### config.mk
export PLATFORM = sky130hd
export DESIGN_NAME = wm8978_vol_ctrl_flat
export DESIGN_NICKNAME = d
export VERILOG_FILES = /design/src/rtl/wm8978_vol_ctrl_if.sv /design/src/rtl/wm8978_vol_ctrl.sv /design/src/flat_wrapper.sv
export SDC_FILE = /design/constraint.sdc
export NUM_CORES = 1
export LEC_CHECK = 0
export ABC_AREA = 1
export CAP_MARGIN = 20
export CORE_UTILIZATION = 23
export DETAILED_ROUTE_END_ITERATION = 10
export GPL_TIMING_DRIVEN = 0
export PLACE_DENSITY_LB_ADDON = 0.08
export SYNTH_ARGS = -nofsm -noshare
export SYNTH_HDL_FRONTEND = slang
export SYNTH_SLANG_ARGS = --single-unit
### constraint.sdc
create_clock -name clk -period 1.6 [get_ports clk]
set_input_delay 0.24 -clock clk [delete_from_list [all_inputs] [get_ports clk]]
set_output_delay 0.24 -clock clk [all_outputs]
set_load 0.01 [all_outputs]
### src/rtl/wm8978_vol_ctrl_if.sv
// I2C driver handshake bundle shared by the volume controller (master) and driver (slave).
interface wm8978_vol_ctrl_if;
  logic        i2c_exec;
  logic [15:0] i2c_data;
  logic        i2c_done;

  modport master (output i2c_exec, output i2c_data, input i2c_done);
  modport slave  (input i2c_exec, input i2c_data, output i2c_done);
endinterface

### src/rtl/wm8978_vol_ctrl.sv
// WM8978 runtime volume controller and I2C owner arbiter.
// Define VOL_PHONE_EN to also rewrite headphone volume (R52..R55); default writes R54/R55 only.
module wm8978_vol_ctrl #(
  parameter logic [5:0] INIT_VOL = 6'd45,
  parameter logic [5:0] VOL_STEP = 6'd4
) (
  input  logic                     clk,
  input  logic                     rst_n,
  input  logic                     cfg_done,
  input  logic                     cfg_exec,
  input  logic [15:0]              cfg_data,
  input  logic                     vol_up,
  input  logic                     vol_down,
  wm8978_vol_ctrl_if.master        i2c,
  output logic                     busy,
  output logic [5:0]               volume
);

`ifdef VOL_PHONE_EN
  localparam int unsigned IDX_W    = 2;
  localparam logic [6:0]  BASE_REG = 7'd52;
`else
  localparam int unsigned IDX_W    = 1;
  localparam logic [6:0]  BASE_REG = 7'd54;
`endif
  localparam logic [IDX_W-1:0] LAST_IDX = '1;

  localparam logic [1:0] S_IDLE = 2'd0;
  localparam logic [1:0] S_EXEC = 2'd1;
  localparam logic [1:0] S_WAIT = 2'd2;

  logic [1:0]       state_q, state_d;
  logic [IDX_W-1:0] idx_q, idx_d;
  logic [5:0]       vol_q, vol_d;
  logic [15:0]      data_q, data_d;
  logic             busy_q, busy_d;
  logic             exec_q, exec_d;
  logic             pend_q, pend_d;
  logic             pend_up_q, pend_up_d;

  logic             req_vld;
  logic             apply_up;
  logic [6:0]       vol_sum, vol_dif, wr_addr;
  logic [5:0]       vol_up_sat, vol_dn_sat;

  assign req_vld    = cfg_done & (vol_up ^ vol_down);
  // A fresh pulse in IDLE is newer than any pending one, so it wins.
  assign apply_up   = req_vld ? vol_up : pend_up_q;
  assign vol_sum    = {1'b0, vol_q} + {1'b0, VOL_STEP};
  assign vol_dif    = {1'b0, vol_q} - {1'b0, VOL_STEP};
  assign vol_up_sat = vol_sum[6] ? 6'd63 : vol_sum[5:0];
  assign vol_dn_sat = vol_dif[6] ? 6'd0  : vol_dif[5:0];
  assign wr_addr    = BASE_REG + 7'(idx_q);

  always_comb begin
    state_d   = state_q;
    idx_d     = idx_q;
    vol_d     = vol_q;
    data_d    = data_q;
    busy_d    = busy_q;
    exec_d    = 1'b0;
    pend_d    = pend_q;
    pend_up_d = pend_up_q;

    if (busy_q && req_vld) begin
      pend_d    = 1'b1;
      pend_up_d = vol_up;
    end

    case (state_q)
      S_IDLE: begin
        if (req_vld || pend_q) begin
          vol_d   = apply_up ? vol_up_sat : vol_dn_sat;
          idx_d   = '0;
          busy_d  = 1'b1;
          pend_d  = 1'b0;
          state_d = S_EXEC;
        end
      end
      S_EXEC: begin
        exec_d  = 1'b1;
        // Odd registers (R53/R55) carry the update bit plus the extra control bit.
        data_d  = {wr_addr, (wr_addr[0] ? 3'b110 : 3'b010), vol_q};
        state_d = S_WAIT;
      end
      S_WAIT: begin
        if (i2c.i2c_done) begin
          if (idx_q == LAST_IDX) begin
            busy_d  = 1'b0;
            state_d = S_IDLE;
          end else begin
            idx_d   = idx_q + 1'b1;
            state_d = S_EXEC;
          end
        end
      end
      default: state_d = S_IDLE;
    endcase

    if (!cfg_done) begin
      state_d = S_IDLE;
      busy_d  = 1'b0;
      exec_d  = 1'b0;
      pend_d  = 1'b0;
    end
  end

  always_ff @(posedge clk or negedge rst_n) begin
    if (!rst_n) begin
      state_q   <= S_IDLE;
      idx_q     <= '0;
      vol_q     <= INIT_VOL;
      data_q    <= '0;
      busy_q    <= 1'b0;
      exec_q    <= 1'b0;
      pend_q    <= 1'b0;
      pend_up_q <= 1'b0;
    end else begin
      state_q   <= state_d;
      idx_q     <= idx_d;
      vol_q     <= vol_d;
      data_q    <= data_d;
      busy_q    <= busy_d;
      exec_q    <= exec_d;
      pend_q    <= pend_d;
      pend_up_q <= pend_up_d;
    end
  end

  assign i2c.i2c_exec = cfg_done ? exec_q : cfg_exec;
  assign i2c.i2c_data = cfg_done ? data_q : cfg_data;
  assign busy         = busy_q;
  assign volume       = vol_q;

endmodule

### src/flat_wrapper.sv
// flat-port wrapper written by rule: the top's interface ports become plain ports
module wm8978_vol_ctrl_flat 
#(
  parameter logic [5:0] INIT_VOL = 6'd45,
  parameter logic [5:0] VOL_STEP = 6'd4
)
  (clk, rst_n, cfg_done, cfg_exec, cfg_data, vol_up, vol_down, busy, volume, i2c_i2c_exec, i2c_i2c_data, i2c_i2c_done);
  wm8978_vol_ctrl_if i2c_i ();
  input  logic clk;
  input  logic rst_n;
  input  logic cfg_done;
  input  logic cfg_exec;
  input  logic [15:0] cfg_data;
  input  logic vol_up;
  input  logic vol_down;
  output logic busy;
  output logic [5:0] volume;
  output wire logic [$bits(i2c_i.i2c_exec)-1:0] i2c_i2c_exec;
  output wire logic [$bits(i2c_i.i2c_data)-1:0] i2c_i2c_data;
  input wire logic [$bits(i2c_i.i2c_done)-1:0] i2c_i2c_done;
  assign i2c_i2c_exec = i2c_i.i2c_exec;
  assign i2c_i2c_data = i2c_i.i2c_data;
  assign i2c_i.i2c_done = i2c_i2c_done;
  wm8978_vol_ctrl #(.INIT_VOL(INIT_VOL), .VOL_STEP(VOL_STEP)) u_core (.clk(clk), .rst_n(rst_n), .cfg_done(cfg_done), .cfg_exec(cfg_exec), .cfg_data(cfg_data), .vol_up(vol_up), .vol_down(vol_down), .i2c(i2c_i), .busy(busy), .volume(volume));
endmodule
Word-level counts from Yosys, hierarchy flattened
Index checks and enable logic that the tools add are counted.
{ "totals": {"elab_cells": 57, "regBits": 29, "in_bits": 23, "output_inout_bits": 24} }
{ "op_classes": {"n_reduce_logical": 8, "bitwise_logic": 2, "n_eq_ne": 8, "mux": 27, "addsub": 4} }
{ "op_table": {"columns": ["op", "count"], "rows": [
  ["6-bit two-way mux", 3],
  ["1-bit two-way mux", 16],
  ["16-bit two-way mux", 1],
  ["6-bit by 1-bit adder with 7-bit output (first input constant)", 1],
  ["6-bit by 3-bit adder with 7-bit output (second input constant)", 1],
  ["6-bit by 3-bit subtractor with 7-bit output (second input constant)", 1],
  ["2-bit two-way mux", 3],
  ["3-bit by 2-bit inequality test with 1-bit output (second input constant)", 2],
  ["2-bit case mux with 3 select lines", 1],
  ["1-bit case mux with 2 select lines", 2],
  ["2-bit AND reduction", 2],
  ["4-bit AND reduction", 1],
  ["3-bit two-way mux", 1],
  ["3-bit by 1-bit inequality test with 1-bit output (second input constant)", 1],
  ["3-bit inequality test (second input constant)", 1],
  ["3-bit AND reduction", 1],
  ["2-bit by 1-bit == test with 1-bit output (second input constant)", 1],
  ["2-bit == test (second input constant)", 1],
  ["2-bit zero test", 1],
  ["2-bit by 1-bit inequality test with 1-bit output (second input constant)", 1],
  ["2-bit inequality test (second input constant)", 1],
  ["2-bit nonzero test", 1],
  ["1-bit adder (second input constant)", 1],
  ["1-bit AND", 1],
  ["other kinds (3)", 3]
]} }

Depth between registers and ports, before layout
Gate-level depths: netlist of run 1.
{ "depth": {"depth_word": 7, "ltp_mapped": 9, "ltp_nobuf": 9} }

Worst setup path before layout of run 1
No wires, ideal clock.
{ "synth_timing": {"kind": "register -> register", "start": "reg u_core.vol_q[2] (netlist: u_core.volume[2])", "end": "reg u_core.vol_q[5] (netlist: u_core.volume[5])", "n_path_buf": 0, "setup_ps": 60, "stages_incl_launch_ff": 9, "arrival_ps": 1396, "period_less_slack_ps": 1456, "required_time_ps": 1540, "path_slack_ps": 144, "cell_sequence": "dfstp_2 > inv_1 > ha_1 > nand3_1 > a21boi_0 > nand2_1 > nand2_1 > nand2_1 > nand2_1"} }
{ "synth_between": {"elab_chain_len": 3, "word_cells_on_any_way": 5, "classes_between": "add/sub (2); mux (3)"} }
{ "synth_rtl": {"columns": ["item", "line", "source"], "rows": [
  ["start: declaration", "wm8978_vol_ctrl.sv:34", "logic [5:0] vol_q, vol_d;"],
  ["start signal: assignment", "wm8978_vol_ctrl.sv:121", "vol_q <= vol_d;"],
  ["6-bit by 3-bit subtractor with 7-bit output or 6-bit by 3-bit adder with 7-bit output (tied branches)", "wm8978_vol_ctrl.sv:50, wm8978_vol_ctrl.sv:49", null],
  ["6-bit two-way mux (on tied branches)", "wm8978_vol_ctrl.sv:52, wm8978_vol_ctrl.sv:51", null],
  ["6-bit two-way mux (*)", "wm8978_vol_ctrl.sv:73", "vol_d = apply_up ? vol_up_sat : vol_dn_sat;"]
]} }
Mark *: on every way between the ends. The rest lies on a longest branch, timed or not.
A chain may end at the register's enable or synchronous reset.

Worst setup path in the final report of run 1
{ "layout_timing": {"start": "in cfg_done", "end": "out i2c_i2c_data[1]"} }
{ "layout_between": {"elab_chain_len": 1} }
{ "layout_rtl": {"columns": ["item", "line", "source"], "rows": [
  ["start: declaration", "flat_wrapper.sv:11", "input logic cfg_done;"],
  ["16-bit two-way mux", "wm8978_vol_ctrl.sv:131", "assign i2c.i2c_data = cfg_done ? data_q : cfg_data;"],
  ["end: declaration", "flat_wrapper.sv:19", "output wire logic [$bits(i2c_i.i2c_data)-1:0] i2c_i2c_data;"]
]} }
No other way between the ends.

==> impl_metrics.tcl, run 1 <==
set metrics [dict create \
    worst_pin_slew_ns 0.421 \
    cp-start-kind "input pin" \
    htreeDepth 1 \
    gr-total-overflow 0 \
    avgSynthCellArea_um2 6.95 \
    status "finished, final reports clean" \
    crit_type "in2out" \
    power.leakage_nw 1.04 \
    rows 26 \
    hp-class "in2async" \
    die_h_um 76.3 \
    grt_pass1_vias 1231 \
    numClockSinks 21 \
    final_area_um2 1920 \
    vias 1300 \
    die-area_um2 5830 \
    antenna_cells 0 \
    die_w_um 76.3 \
    syn_area_um2 1270 \
    post-route-util_pct 36.9 \
    ir_drop_mv 0.508 \
    drt_wl_total_um 3390 \
    drtAntennaViolNets 0 \
    dp_hpwl_um 2440 \
    antenna_found_initial 0 \
    synth_cell_types 22 \
    cts_inserted_buffers 3 \
    swShare_pct 39.1 \
    endpoint_kind "output port" \
    p_sw_mw 0.855 \
    synthTopCellsByArea "dfrtp_1, nand2_1, dfstp_2, inv_1, nand3_1" \
    finalSetupViolCount 0 \
    timing.hold.ws_ns 0.281 \
    core_um2 5200 \
    synth_nets 208 \
    cts.hold.buffers_added 0 \
    drc_errors 0 \
    ys.flop_type "dfrtp_1" \
    grt_use_total_pct 12.5 \
    clockRootBuffer "clkbuf_8" \
    max_stage_delay_ns 0.26 \
    power_frac_seq_pct 38.0 \
    min_period_over_period_pct 94.9 \
    crit_fanout 5 \
    ff2ff_path_depth 8 \
    cp.arrival_ns 1.28 \
    synth_top_area_share_pct 33.5 \
    area_growth_pct 51.3 \
    netlist_instances 183 \
    tns_ns 0 \
    clk_pin_slew_worst_paths_ns 0.07 \
    max_slew_margin_pct 71.9 \
    yosysWarnings 0 \
    fin_nets 268 \
    ys_ff_latch 21 \
    dpl_cell_area_um2 1820 \
    slew_violations 0 \
    power_density_nw_per_um2 1140 \
    crit_path_cell_trace "dlygate4sd2_1, buf_6, inv_1, buf_6, buf_12, nand2_1, nand2_1, dlygate4sd2_1" \
    worstPathRequired_ns 1.36 \
    r2r-start "u_core.volume[2]" \
    gp_congestion 0.790 \
    start_util_pct 24.4 \
    power_frac_comb_pct 46.3 \
    r2r_setup_slack_ns 0.13 \
    synth_edf_count 0 \
    startpoint "cfg_done" \
    clock_latency_ns 0.26 \
    finalPower_mw 2.19 \
    avgRoutedWirePerCell_um 10.9 \
    cts_tree "built" \
    timing.rr.end "u_core.volume[5]" \
    finalHoldViolations 0 \
    cap_violations 0 \
    drtPass1Iterations 4 \
    portBuffers 46 \
    cts_buffer_depth 2 \
    drt-vias-per-instance 4.17 \
    yosysTopAreaCell "dfrtp_1" \
    ys_seq_area_share_pct 41.7 \
    grt_max_degree 22 \
    pwr-share-clk_pct 15.7 \
    boundaryPins 47 \
    slowest_stage "dlygate4sd2_1" \
    final.setup_skew_ns 0.00245 \
    drtIter0Drc 29 \
    synthArstFlopShare_pct 100 \
    drive_gt1_share_pct 17.4 \
    fmax_mhz 659 \
    grt_pass1_wl_um 5840 \
    timing.final.crit_period_ns 1.52 \
    rsz0062_at_grt "false" \
    p_int_mw 1.33 \
]
-- worst max-delay path, delay by kind of cell --
kind / cells / cell delay, ns
and+or+nand+nor: 2 / 0.08
buffers and inverters: 6 / 0.95
-- power groups by stage --
stage	registers, mW	logic (mW)	clock network [mW]
after global placement	0.843	1.00	0
after detailed placement	0.843	0.996	0
final	0.831	1.01	0.344
after global routing	0.855	1.16	0.382
after CTS	0.832	0.973	0.364
after floorplan	0.830	0.592	0
-- cell usage after synthesis, types with 2 or more instances --
cell / count
a21oi_1: 2
buf_2: 2
clkbuf_1: 2
dfrtp_1: 17
dfstp_2: 4
ha_1: 2
inv_1: 21
mux2_2: 2
nand2_1: 82
nand2_2: 3
nand3_1: 12
nand4_1: 7
nor2_1: 9
nor3_1: 2
o21ai_0: 9
-- layout make-up --
class	count	area (um^2)
Clock buffer	3	41.3
Sequential cell	21	532
Clock inverter	1	5.00
Tap cell	70	87.6
Inverter	21	78.8
Multi-Input combinational cell	136	646
Buffer	5	48.8
Fill cell	569	3280
Timing Repair Buffer	55	484
-- per-layer routing --
metal | track usage (%) | up-vias | part of all wire (%)
met5 | 0 | - | 0
met4 | 5.96 | 0 | 1.7
met3 | 2.87 | 4 | 8.2
met2 | 18.4 | 49 | 40
met1 | 17.0 | 556 | 50
li1 | - | 691 | -
-- how the worst max path moves through the flow --
stage,to,slack (ns),cells past startpoint
after floorplan,u_core.volume[5],0.14,8
after global placement,i2c_i2c_data[2],-0.75,8
after detailed placement,i2c_i2c_data[9],-0.75,8
after CTS,volume[4],0.006,1
after global routing,i2c_i2c_data[1],0.003,8
final,i2c_i2c_data[1],0.08,8
-- cells in the final DEF (no fill, tap or decap), types with 4 or more instances in the layout --
cell type        synthesis  final
clkbuf_2                 0     11
dfrtp_1                 17     16
inv_1                   21     21
nand3_1                 12     11
o21ai_0                  9      9
dfstp_2                  4      4
nand2_1                 82     82
nor2_1                   9      9
buf_4                    1      7
clkdlybuf4s50_1          0     24
dlygate4sd2_1            0      9
nand4_1                  7      7
-- through the flow --
stage	setup WS, ns	cells
after floorplan	0.144	183
after global placement	-0.753	299
after detailed placement	-0.749	299
after CTS	0.00602	309
after global routing	0.00282	312
final	0.0823	312
-- flip-flops by register name (all words and copies together) (netlist names) --
| register | count |
|---|---|
| u_core.exec_q | 1 |
| u_core.idx_q | 1 |
| u_core.pend_up_q | 1 |
| u_core.busy | 1 |
| u_core.data_q | 8 |
| u_core.pend_q | 1 |
| u_core.volume | 6 |
| u_core.state_q | 2 |
-- what timing repair did --
item,CTS,global route
resized for setup,29,28
buffers inserted,6,2
setup endpoints to repair,21,15
-- cell families (layout without fill, tap and decap cells) --
group,after synthesis,in the layout,share of synthesized area (%)
simple gates,116,116,38.1
buf+inv,26,85,8.17
flops,21,21,41.7
compound gates,15,15,7.58
fa+ha+maj,2,2,1.97
mux,2,2,1.77
xor+xnor,1,1,0.689
(Power assumes the default switching activity.)
==> run 2: changes to the inputs <==
--- a/config.mk
+++ b/config.mk
@@ -11,6 +11,7 @@
 export DETAILED_ROUTE_END_ITERATION = 10
 export GPL_TIMING_DRIVEN = 0
 export PLACE_DENSITY_LB_ADDON = 0.08
+export SETUP_SLACK_MARGIN = 0.2
 export SYNTH_ARGS = -nofsm -noshare
 export SYNTH_HDL_FRONTEND = slang
 export SYNTH_SLANG_ARGS = --single-unit
==> impl_metrics.tcl, run 2 (same netlist as run 1, synthesis figures left out) <==
set metrics [dict create \
    status "finished, final reports clean" \
    drtAntennaViolNets 0 \
    worst_pin_slew_ns 0.540 \
    path_buf_inv 1 \
    gp_congestion 0.757 \
    grt_pass1_vias 1241 \
    cap_violations 0 \
    largest-register "u_core.data_q" \
    final_common_cell "nand2_1" \
    cts_inserted_buffers 3 \
    placed_cells 299 \
    dpl_cell_area_um2 1820 \
    tns_ns 0 \
    crit_path_cell_trace "dlygate4sd2_1" \
    gr-total-overflow 0 \
    antenna_found_initial 0 \
    dp_hpwl_um 2520 \
    crit_fanout 5 \
    worstPathRequired_ns 1.36 \
    core_um2 5200 \
    cp.arrival_ns 1.16 \
    die_h_um 76.3 \
    slowest_stage "dfstp_2" \
    endpoint_kind "output port" \
    power_density_nw_per_um2 1210 \
    cts.hold.buffers_added 0 \
    clk_pin_slew_worst_paths_ns 0.07 \
    cp-start-kind "flop" \
    drt-vias-per-instance 4.20 \
    area_growth_pct 61.1 \
    drtIter0Drc 43 \
    die-area_um2 5830 \
    avgRoutedWirePerCell_um 11.7 \
    largest_reg_flops 8 \
    fmax_mhz 715 \
    layout_common_cells "nand2_1, clkdlybuf4s50_1, inv_1, buf_4, dfrtp_1" \
    start_util_pct 24.4 \
    rsz0062_at_grt "true" \
    slew_violations 0 \
    timing.final.crit_period_ns 1.40 \
    r2r-start "u_core.volume[3]" \
    filler_cell_count 552 \
    crit_type "reg2out" \
    drc_errors 0 \
    hp-class "in2async" \
    antenna_cells 0 \
    max_stage_delay_ns 0.61 \
    ir_drop_mv 0.565 \
    grt_use_total_pct 12.6 \
    finalHoldViolations 0 \
    max_slew_margin_pct 63.9 \
    finalSetupViolCount 0 \
    clock_latency_ns 0.26 \
    min_period_over_period_pct 87.4 \
    final.setup_skew_ns 0.00102 \
    drtPass1Iterations 4 \
    rows 26 \
    cts_tree "built" \
    grt_pass1_wl_um 5950 \
    clockRootBuffer "clkbuf_8" \
    drt_wl_total_um 3760 \
    critPathTopFamily "flip-flops" \
    fin_cells 323 \
    final_area_um2 2050 \
    die_w_um 76.3 \
    vias 1357 \
    power.leakage_nw 1.10 \
    boundaryPins 47 \
    portBuffers 46 \
    fin_nets 279 \
    drive_gt1_share_pct 28.1 \
    numClockSinks 21 \
    post-route-util_pct 39.4 \
    startpoint "u_core.volume[3]" \
    cts_buffer_depth 2 \
    htreeDepth 1 \
    grt_max_degree 22 \
]
run 2: cell types whose count changed in the layout (fill, tap and decap cells not counted), sizes merged:
cell           before  now
clkinv              1    0
dlygate4sd2         9    7
buf                12   36
clkbuf             16   10
clkdlybuf4s50      24   19
dlymetal6s2s        1    2
run 2: through the flow:
step / hold WS [ns] / setup WS (ns) / power (mW)
after global placement: 0.446 / -0.758 / 1.86
after CTS: 0.471 / 0.134 / 2.26
final: 0.328 / 0.202 / 2.48
after floorplan: -0.0556 / 0.208 / 1.44
after detailed placement: 0.451 / -0.753 / 1.86
after global routing: 0.350 / 0.119 / 2.68
run 2: layout make-up:
type / count / area [um^2] / area share [%]
well taps: 70 / 87.6 / 4.28
plain buffers: 5 / 46.3 / 2.26
flip-flops and latches: 21 / 532 / 26.0
multi-input cells: 136 / 706 / 34.5
clock buffers: 4 / 45.0 / 2.20
repair buffers: 66 / 551 / 26.9
inverters: 21 / 81.3 / 3.97
run 2: power breakdown:
group	internal, mW	switching (mW)	leakage (nW)
logic	0.637	0.673	0.819
clock network	0.177	0.167	0.0228
registers	0.698	0.132	0.260
run 2: per-layer routing:
layer / global-route usage [%] / routed length (um)
met4: 4.04 / 67
met3: 2.63 / 277
met5: 0 / 0
met1: 17.4 / 1850
met2: 19.5 / 1560
run 2: repair_timing:
action	CTS	global route
pin swaps	1	8
setup buffers	11	7
cloned	1	0
resized for setup	79	27
hold endpoints to repair	0	0
setup endpoints to repair	28	14
run 2: path summary, 6_finish.rpt:
| check | slack, ns | to | cells past startpoint |
|---|---|---|---|
| min in group clk | 0.33 | u_core.pend_up_q | 3 |
| worst min register to register | 0.47 | u_core.data_q[13] | 2 |
| worst min-delay path | 0.33 | u_core.pend_up_q | 1 |
| max in group asynchronous | 0.72 | u_core.volume[0] | 2 |
| worst max register to register | 0.23 | u_core.volume[5] | 9 |
| worst max-delay path | 0.20 | volume[3] | 1 |
run 2: worst register-to-register path: stages (launching register included):
cell	delay, ns
dfstp_2	0.61
ha_4	0.16
inv_1	0.06
nand2_1	0.08
nor2_1	0.06
a21oi_1	0.12
nand2_1	0.07
nand2_1	0.07
nand2_1	0.05
nand2_1	0.05
==> run 3: changes to the inputs <==
--- a/config.mk
+++ b/config.mk
@@ -6,7 +6,10 @@
 export NUM_CORES = 1
 export LEC_CHECK = 0
 export ABC_AREA = 1
+export ABC_CLOCK_PERIOD_IN_PS = 1600
 export CAP_MARGIN = 20
+export CELL_PAD_IN_SITES_DETAIL_PLACEMENT = 1
+export CELL_PAD_IN_SITES_GLOBAL_PLACEMENT = 2
 export CORE_UTILIZATION = 23
 export DETAILED_ROUTE_END_ITERATION = 10
 export GPL_TIMING_DRIVEN = 0
==> impl_metrics.tcl, run 3 (same netlist as run 1, synthesis figures left out) <==
set metrics [dict create \
    status "finished, final reports clean" \
    endpoint_kind "flop" \
    largest-register "u_core.data_q" \
    p_int_mw 1.47 \
    min_period_over_period_pct 88.2 \
    drt_wl_total_um 4210 \
    p_sw_mw 0.978 \
    cts.hold.buffers_added 0 \
    clk_pin_slew_worst_paths_ns 0.08 \
    vias 1391 \
    area_growth_pct 61.2 \
    filler_cell_count 661 \
    fin_ws_ns 0.188 \
    swShare_pct 39.9 \
    power_density_nw_per_um2 1200 \
    final_area_um2 2050 \
    portBuffers 46 \
    finalHoldViolations 0 \
    slew_violations 0 \
    dpl_cell_area_um2 1820 \
    finalSetupViolCount 0 \
    worstPathRequired_ns 1.82 \
    avgRoutedWirePerCell_um 13.1 \
    dp_hpwl_um 3010 \
    boundaryPins 47 \
    timing.hold.ws_ns 0.282 \
    die_w_um 76.3 \
    die_h_um 76.3 \
    final.setup_skew_ns 0.00347 \
    drc_errors 0 \
    drive_gt1_share_pct 24.7 \
    fin_nets 277 \
    met3RoutedLength_um 203 \
    timing.final.crit_period_ns 1.41 \
    grt_pass1_vias 1477 \
    numClockSinks 21 \
    ir_drop_mv 0.514 \
    drtAntennaViolNets 0 \
    fmax_mhz 708 \
    power_frac_comb_pct 52.2 \
    fin_cells 321 \
    top_layer_used "met4" \
    ff2ff_path_depth 10 \
    hp-class "in2async" \
    max_slew_margin_pct 69.7 \
    finalPower_mw 2.45 \
    cts_tree "built" \
    crit_fanout 3 \
    start_util_pct 24.4 \
    clock_latency_ns 0.27 \
    cts_inserted_buffers 3 \
    rsz0062_at_grt "true" \
    core_um2 5200 \
    grt_pass1_wl_um 7120 \
    cap_violations 0 \
    largest_reg_flops 8 \
    wl_met1_um 1960 \
    antenna_cells 0 \
    rows 26 \
    drtPass1Iterations 4 \
    clockRootBuffer "clkbuf_8" \
    grt_use_total_pct 15.2 \
    routed-wl-met2_um 1990 \
    final_common_cell "nand2_1" \
    worst_pin_slew_ns 0.453 \
    crit_type "reg2reg" \
    layout_common_cells "nand2_1, clkdlybuf4s50_1, inv_1" \
    cp-start-kind "flop" \
    gp_congestion 0.788 \
    power_frac_seq_pct 32.9 \
    htreeDepth 1 \
    preCtsSetupSlack_ns -0.740 \
    pwr-share-clk_pct 14.9 \
    die-area_um2 5830 \
    drt-vias-per-instance 4.33 \
    antenna_found_initial 0 \
    grt_max_degree 22 \
    placed_cells 299 \
    gr-total-overflow 0 \
    cts_buffer_depth 2 \
    power.leakage_nw 1.09 \
    cp.arrival_ns 1.63 \
    drtIter0Drc 29 \
]
-- run 3: cell count changes in the layout (fill, tap and decap cells not counted), sizes merged --
| cell | before | now |
|---|---|---|
| dlygate4sd2 | 7 | 10 |
| dlymetal6s2s | 2 | 1 |
| buf | 36 | 24 |
| clkbuf | 10 | 14 |
| clkdlybuf4s15 | 1 | 4 |
| clkdlybuf4s50 | 19 | 20 |
-- run 3: worst paths after layout --
check	slack, ns	from	end
hold reg to reg	0.48	u_core.volume[0]	u_core.volume[0]
hold / removal	0.28	rst_n	u_core.pend_up_q
min in group clk	0.36	vol_up	u_core.pend_up_q
max in group asynchronous	0.79	rst_n	u_core.volume[5]
setup / recovery	0.19	u_core.volume[2]	u_core.volume[5]
setup reg to reg	0.19	u_core.volume[2]	u_core.volume[5]
-- run 3: worst max-delay path: stages, from the launching register on --
cell     delay [ns]
dfstp_2        0.57
buf_6          0.12
ha_4           0.14
inv_2          0.05
nand2_1        0.05
nor2_1         0.04
a21oi_1        0.13
nand2_1        0.08
nand2_1        0.08
nand2_1        0.05
nand2_1        0.06
-- run 3: cell type report --
type	instances	area (um^2)	share of cell area, %
Tap cell	70	87.6	4.27
Clock buffer	4	45.0	2.20
Inverter	21	78.8	3.85
Multi-Input combinational cell	136	706	34.4
Buffer	5	52.6	2.56
Timing Repair Buffer	64	548	26.7
Sequential cell	21	532	25.9
-- run 3: power by group through the flow --
stage,Combinational [mW],Clock [mW],Sequential (mW)
2_1_floorplan,0.604,0,0.832
3_3_place_gp,1.01,0,0.837
3_5_place_dp,1.03,0,0.846
4_1_cts,1.14,0.377,0.812
5_1_grt,1.44,0.391,0.833
6_report,1.28,0.366,0.807
-- run 3: metal layers --
layer  global-route usage (%)  vias to the layer above
li1                         -                      709
met1                     18.8                      632
met2                     26.7                       45
met3                     2.51                        5
met4                     4.62                        0
met5                        0                        -
-- run 3: metrics by stage --
| step | util [%] | TNS, ns |
|---|---|---|
| CTS | 38.0 | 0 |
| global placement | 35.0 | -10.63 |
| floorplan | - | 0 |
| global route | 39.4 | 0 |
| detailed placement | 35.0 | -11.59 |
| finish | 39.4 | 0 |
-- run 3: what timing repair did --
action,CTS,global route
gates cloned,1,0
hold endpoints to repair,0,0
buffers inserted,10,6
pin swaps,1,4
resized for setup,56,30
endpoints found under the setup margin,30,23
